**config.mk**
```make
export PLATFORM = sky130hd
export DESIGN_NAME = spi_pwm_gen
export DESIGN_NICKNAME = d
export VERILOG_FILES = /design/src/rtl/spi_pwm_pkg.sv /design/src/rtl/spi_pwm_prescaler.sv /design/src/rtl/spi_pwm_gen.sv
export SDC_FILE = /design/constraint.sdc
export NUM_CORES = 1
export LEC_CHECK = 0
export ABC_AREA = 0
export BUFFER_PORTS_ARGS = -buffer_cell sky130_fd_sc_hd__buf_2
export CORE_AREA = 4 4 79 81
export CTS_BUF_LIST = sky130_fd_sc_hd__clkbuf_4 sky130_fd_sc_hd__clkbuf_8
export DETAILED_ROUTE_END_ITERATION = 7
export DIE_AREA = 0 0 83 85
export PLACE_DENSITY = 0.83
export SKIP_LAST_GASP = 1
export SYNTH_ARGS = -nofsm -noshare
export SYNTH_HDL_FRONTEND = slang
export SYNTH_SLANG_ARGS = --single-unit
```
**constraint.sdc**
```tcl
create_clock -name clk -period 2.4 [get_ports clk]
set_clock_uncertainty 0.15 [all_clocks]
set_input_delay 0.24 -clock clk [delete_from_list [all_inputs] [get_ports clk]]
set_output_delay 0.24 -clock clk [all_outputs]
set_load 0.01 [all_outputs]
```
**src/rtl/spi_pwm_pkg.sv**
```systemverilog
// spi_pwm_pkg: shared FSM encoding and control/status bit positions for spi_pwm_gen.
package spi_pwm_pkg;
   typedef enum logic [1:0] {IDLE, RUN, DONE} pwm_state_t;
   localparam int CTRL_EN      = 0;
   localparam int CTRL_ONESHOT = 1;
   localparam int CTRL_POL     = 2;
   localparam int CTRL_IRQ_CLR = 3;
   localparam int CTRL_IRQ_EN  = 4;
   localparam int STAT_RUNNING = 0;
   localparam int STAT_DONE    = 1;
   localparam int STAT_IRQ     = 2;
   localparam int STAT_WRAP    = 3;
endpackage

```
**src/rtl/spi_pwm_prescaler.sv**
```systemverilog
// spi_pwm_prescaler: tick every limit+1 enabled clocks; clr parks the counter at 0.
module spi_pwm_prescaler #(
   parameter int WIDTH = 8
) (
   input  logic             clk,
   input  logic             rstb,
   input  logic             ena,
   input  logic             clr,
   input  logic [WIDTH-1:0] limit,
   output logic             tick
);
   logic [WIDTH-1:0] pre_q, pre_d;
   always_comb begin
      tick  = ena && !clr && (pre_q == limit);
      pre_d = (clr || tick) ? '0 : pre_q + WIDTH'(1);
   end
   always_ff @(posedge clk or negedge rstb)
      if (!rstb) pre_q <= '0;
      else if (ena) pre_q <= pre_d;
endmodule

```
**src/rtl/spi_pwm_gen.sv**
```systemverilog
// spi_pwm_gen: double-buffered single-channel PWM behind the SPI register bank.
// Define SPI_PWM_IRQ_EN to add the irq_pend flag and the irq output.
module spi_pwm_gen
   import spi_pwm_pkg::*;
#(
   parameter int WIDTH = 8
) (
   input  logic             clk,
   input  logic             rstb,
   input  logic             ena,
   input  logic [WIDTH-1:0] cfg_ctrl,
   input  logic [WIDTH-1:0] cfg_prescale,
   input  logic [WIDTH-1:0] cfg_period,
   input  logic [WIDTH-1:0] cfg_duty,
   output logic             pwm_out,
`ifdef SPI_PWM_IRQ_EN
   output logic             irq,
`endif
   output logic [WIDTH-1:0] status
);
   pwm_state_t       state_q, state_d;
   logic [WIDTH-1:0] pre_sh_q, pre_sh_d, per_sh_q, per_sh_d, duty_sh_q, duty_sh_d, cnt_q, cnt_d;
   logic [4:0]       wrap_q, wrap_d;
   logic             done_q, done_d, pwm_q, pwm_d;
   logic             en, pol, tick, wrap_evt, irq_pend;

   spi_pwm_prescaler #(.WIDTH(WIDTH)) u_pre (
      .clk  (clk),
      .rstb (rstb),
      .ena  (ena),
      .clr  (state_q != RUN),
      .limit(pre_sh_q),
      .tick (tick)
   );

   always_comb begin
      en        = cfg_ctrl[CTRL_EN];
      pol       = cfg_ctrl[CTRL_POL];
      state_d   = state_q;
      pre_sh_d  = pre_sh_q;
      per_sh_d  = per_sh_q;
      duty_sh_d = duty_sh_q;
      cnt_d     = cnt_q;
      wrap_d    = wrap_q;
      done_d    = done_q;
      pwm_d     = pol;
      wrap_evt  = 1'b0;
      case (state_q)
         IDLE: if (en) begin
            state_d   = RUN;
            pre_sh_d  = cfg_prescale;
            per_sh_d  = cfg_period;
            duty_sh_d = cfg_duty;
            cnt_d     = '0;
         end
         // EN low leaves RUN without any period-end side effects
         RUN: if (!en) state_d = IDLE;
         else begin
            pwm_d = (cnt_q < duty_sh_q) ^ pol;
            if (tick) begin
               wrap_evt = cnt_q == per_sh_q;
               cnt_d    = wrap_evt ? '0 : cnt_q + WIDTH'(1);
               if (wrap_evt) begin
                  pre_sh_d  = cfg_prescale;
                  per_sh_d  = cfg_period;
                  duty_sh_d = cfg_duty;
                  wrap_d    = wrap_q + 5'd1;
                  if (cfg_ctrl[CTRL_ONESHOT]) begin
                     state_d = DONE;
                     done_d  = 1'b1;
                  end
               end
            end
         end
         DONE: if (!en) begin
            state_d = IDLE;
            done_d  = 1'b0;
         end
         default: state_d = IDLE;
      endcase
   end

   always_ff @(posedge clk or negedge rstb)
      if (!rstb) begin
         state_q   <= IDLE;
         pre_sh_q  <= '0;
         per_sh_q  <= '0;
         duty_sh_q <= '0;
         cnt_q     <= '0;
         wrap_q    <= '0;
         done_q    <= 1'b0;
         pwm_q     <= 1'b0;
      end else if (ena) begin
         state_q   <= state_d;
         pre_sh_q  <= pre_sh_d;
         per_sh_q  <= per_sh_d;
         duty_sh_q <= duty_sh_d;
         cnt_q     <= cnt_d;
         wrap_q    <= wrap_d;
         done_q    <= done_d;
         pwm_q     <= pwm_d;
      end

`ifdef SPI_PWM_IRQ_EN
   logic irq_pend_q, irq_pend_d, irq_clr_q, unused_ctrl;
   // set beats a simultaneous IRQ_CLR rising edge
   always_comb
      irq_pend_d = (wrap_evt && cfg_ctrl[CTRL_IRQ_EN]) ? 1'b1 :
                   (cfg_ctrl[CTRL_IRQ_CLR] && !irq_clr_q) ? 1'b0 : irq_pend_q;
   always_ff @(posedge clk or negedge rstb)
      if (!rstb) begin
         irq_pend_q <= 1'b0;
         irq_clr_q  <= 1'b0;
      end else if (ena) begin
         irq_pend_q <= irq_pend_d;
         irq_clr_q  <= cfg_ctrl[CTRL_IRQ_CLR];
      end
   assign irq         = irq_pend_q;
   assign irq_pend    = irq_pend_q;
   assign unused_ctrl = ^cfg_ctrl[WIDTH-1:5];
`else
   logic unused_ctrl;
   assign irq_pend    = 1'b0;
   assign unused_ctrl = ^cfg_ctrl[WIDTH-1:3];
`endif

   assign pwm_out = pwm_q;
   assign status  = WIDTH'({wrap_q, irq_pend, done_q, state_q == RUN});
endmodule

```
==> results.toml <==
[job]
max_cap_viol_count = 0

[grt]
grt_first_pass_wirelength_mm = 14.0
antenna_found_initial = 0
grt_max_degree = 50
first_global_vias = 2943
grt_overflow = 0
globalRouteTotalUtil_pct = 23.9

[drt]
viasPerCell = 6.50
first_pass_iters = 4
drc = 0
wl_mm = 8.21
drtIter0Drc = 231
wl_per_cell_microns = 17.6
vias = 3030
ant_nets = 0

[critical_path]
cp_slowest_stage_delay_ns = 0.47
crit_path_end_kind = "register"
start_kind = "register"
critPathBufInv = 1
crit_family = "simple AND/OR/NAND/NOR gates"
cp_cell_sequence = "xnor2_1, nand4_1, or2_1, buf_12, nand3_1, o221ai_1"
startpoint = "cnt_q[3]$_DFFE_PN0P_"
required_ns = 2.47
crit_fanout = 29
slowest_stage = "dfrtp_1"
critPathKind = "register to register"
critPathArrivalTime_ns = 2.29
crit-reg2reg-launch = "cnt_q[3]$_DFFE_PN0P_"

[timing]
finalSetupViolCount = 0
slew-limit-headroom_pct = 56.9
fin_crit_ns = 2.22
period_share_pct = 92.5
hold_viol = 0
rsz0062_at_grt = "no"
worst_slack_ns = 0.180
final.setup.tns_ns = 0
drv_slew = 0
max_freq_mhz = 450
worst_pin_slew_ns = 0.647

[cells_and_area]
nFillCells = 462
areaGrowthSynthToFinish_pct = 13.1
layout.nets = 438
drive_above_1_share_pct = 19.3
antenna_cells = 0

[synthesis]
syn-num-nets = 407
yosysWarnings = 0
ys_seq_area_share_pct = 38.0
synth_edf_count = 0
syn_inst = 362
ys.flop_type = "dfrtp_1"
ys_seq_elements = 49
async_flop_share_pct = 100
syn_avg_cell_area_sq_um = 8.92
mappedNetlistArea_sq_um = 3230
synth_cell_types = 50

[place]
gp_congestion = 0.892
io_buffers = 37
hpwl_mm = 5.41
pre_cts_ws_ns = 0.232

[die]
start_util_pct = 59.0
die_w_microns = 83
fp.dieArea_sq_um = 7060
io_pins = 44
rows = 27
design.core.area_sq_um = 5470
die_h_microns = 85

[power_and_ir_drop]
p_leak_uw = 0.00166
power_density_nw_per_um2 = 668
irDropWorstVdd_v = 0.000349

[clock_network]
cts_tree = "done"
clkLatencyLatePin_ns = 0.31
root_buffer = "clkbuf_8"
numCtsBuffers = 5
cts-htree-levels = 2
cts_resized = 0
ctsLongestPathBuffers = 2
clkSlewWorstSetupHoldPaths_ns = 0.09
cts_sinks = 49

[worst_hold_path]
hold_path_startpoint = "cfg_prescale[7]"
hold_class = "input pin to register"

[run_status]
status = "finished clean"
==> flip-flops by register name, summed over array words and instances, names as in the netlist <==
signal       flops
pwm_out          1
wrap_q           5
duty_sh_q        8
cnt_q            8
pre_sh_q         8
per_sh_q         8
done_q           1
u_pre.pre_q      8
state_q          2
==> final timing paths <==
path | end | slack (ns) | cells after the start
max | cnt_q[7]$_DFFE_PN0P_ | 0.18 | 6
min | pre_sh_q[7]$_DFFE_PN0P_ | 0.03 | 3
max reg2reg | cnt_q[7]$_DFFE_PN0P_ | 0.18 | 6
min reg2reg | wrap_q[4]$_DFFE_PN0P_ | 0.32 | 1
max in group asynchronous | duty_sh_q[4]$_DFFE_PN0P_ | 1.25 | 3
min in group asynchronous | pwm_out$_DFFE_PN0P_ | 0.40 | 3
==> timing repair <==
action	4_1_cts	5_1_grt
buffers inserted	0	0
hold buffers	1	0
endpoints found under the hold margin	49	0
==> power by group <==
part | total [uW] | switching [uW] | internal [uW]
clock | 706 | 292 | 414
sequential | 1130 | 161 | 965
combinational | 609 | 314 | 294
==> layout by cell type, fill, tap and decap left out, types with 3 or more instances in the layout <==
master and instances:
clkbuf_8 5, o221ai_1 6, nand2_1 19, ha_1 10, nor2_1 6, nand3_1 34, a21oi_1 30, buf_4 15
buf_2 37, xnor2_1 16, dfrtp_1 49, o21ai_0 10, and3_1 28, or3_1 6, nand2b_1 5, inv_1 12
o2bb2ai_1 3, o211ai_1 24, xor2_1 5, a21o_1 3, nand4_1 30
==> layer usage <==
metal	track usage (%)	vias to the layer above	share of wire, %
li1	-	1419	-
met5	0	-	0
met4	6.98	0	1.3
met3	5.15	13	7.9
met2	39.8	138	47
met1	31.5	1460	44
==> cells in the mapped netlist, types with 3 or more instances <==
cell type,count,area share [%]
inv_1,12,1.4
buf_2,9,1.4
ha_1,10,3.9
o21ai_0,10,1.5
and3_1,28,5.4
clkbuf_1,18,2.1
nand4_1,30,5.8
o211ai_1,24,5.6
nor2_1,7,0.81
o2bb2ai_1,3,0.81
nand3_1,34,5.3
or3_1,6,1.2
o221ai_1,6,1.6
xnor2_1,16,4.3
xor2_1,5,1.4
nand2_1,19,2.2
a21o_1,3,0.70
dfrtp_1,49,38
nand2b_1,5,0.97
a21oi_1,30,4.6
==> worst register-to-register path, delay by kind of cell, from the launching register on <==
kind	cells	cell delay [ns]
AO/OA/AOI/OAI	1	0.31
XOR/XNOR	1	0.16
buffers and inverters	1	0.25
flip-flops	1	0.47
AND/OR/NAND/NOR	3	0.80
==> cell families (layout without fill, tap and decap cells) <==
kind of cell               Yosys count  after routing  synth area share [%]
muxes                                2              2                 0.697
other                                1              1                 0.116
AOI/OAI and AO/OA                   92             92                  18.9
xor gates and xnor gates            22             22                  6.20
buffers and inverters               44             76                  6.20
and+or+nand+nor                    142            142                  26.1
adders and majority gates           10             10                  3.87
DFF                                 49             49                  38.0
==> cell type report <==
cell class / count / area [sq um] / area share, %
Inverter: 13 / 50.0 / 1.37
Tap cell: 72 / 90.1 / 2.46
Timing Repair Buffer: 55 / 348 / 9.52
Clock inverter: 3 / 65.1 / 1.78
Clock buffer: 5 / 68.8 / 1.88
Sequential cell: 49 / 1230 / 33.6
Multi-Input combinational cell: 269 / 1810 / 49.4
==> through the flow <==
step                total power, uW  instances  util (%)  hold WS [ns]  cell area [sq um]
floorplan                      1540        362         -        -0.206               3230
global placement               1700        457      64.2         0.239               3510
detailed placement             1740        457      64.2         0.237               3510
CTS                            2440        466      66.8        0.0292               3650
global route                   2580        466      66.8        0.0359               3650
finish                         2440        466      66.8        0.0334               3650
(Power assumes the default switching activity.)
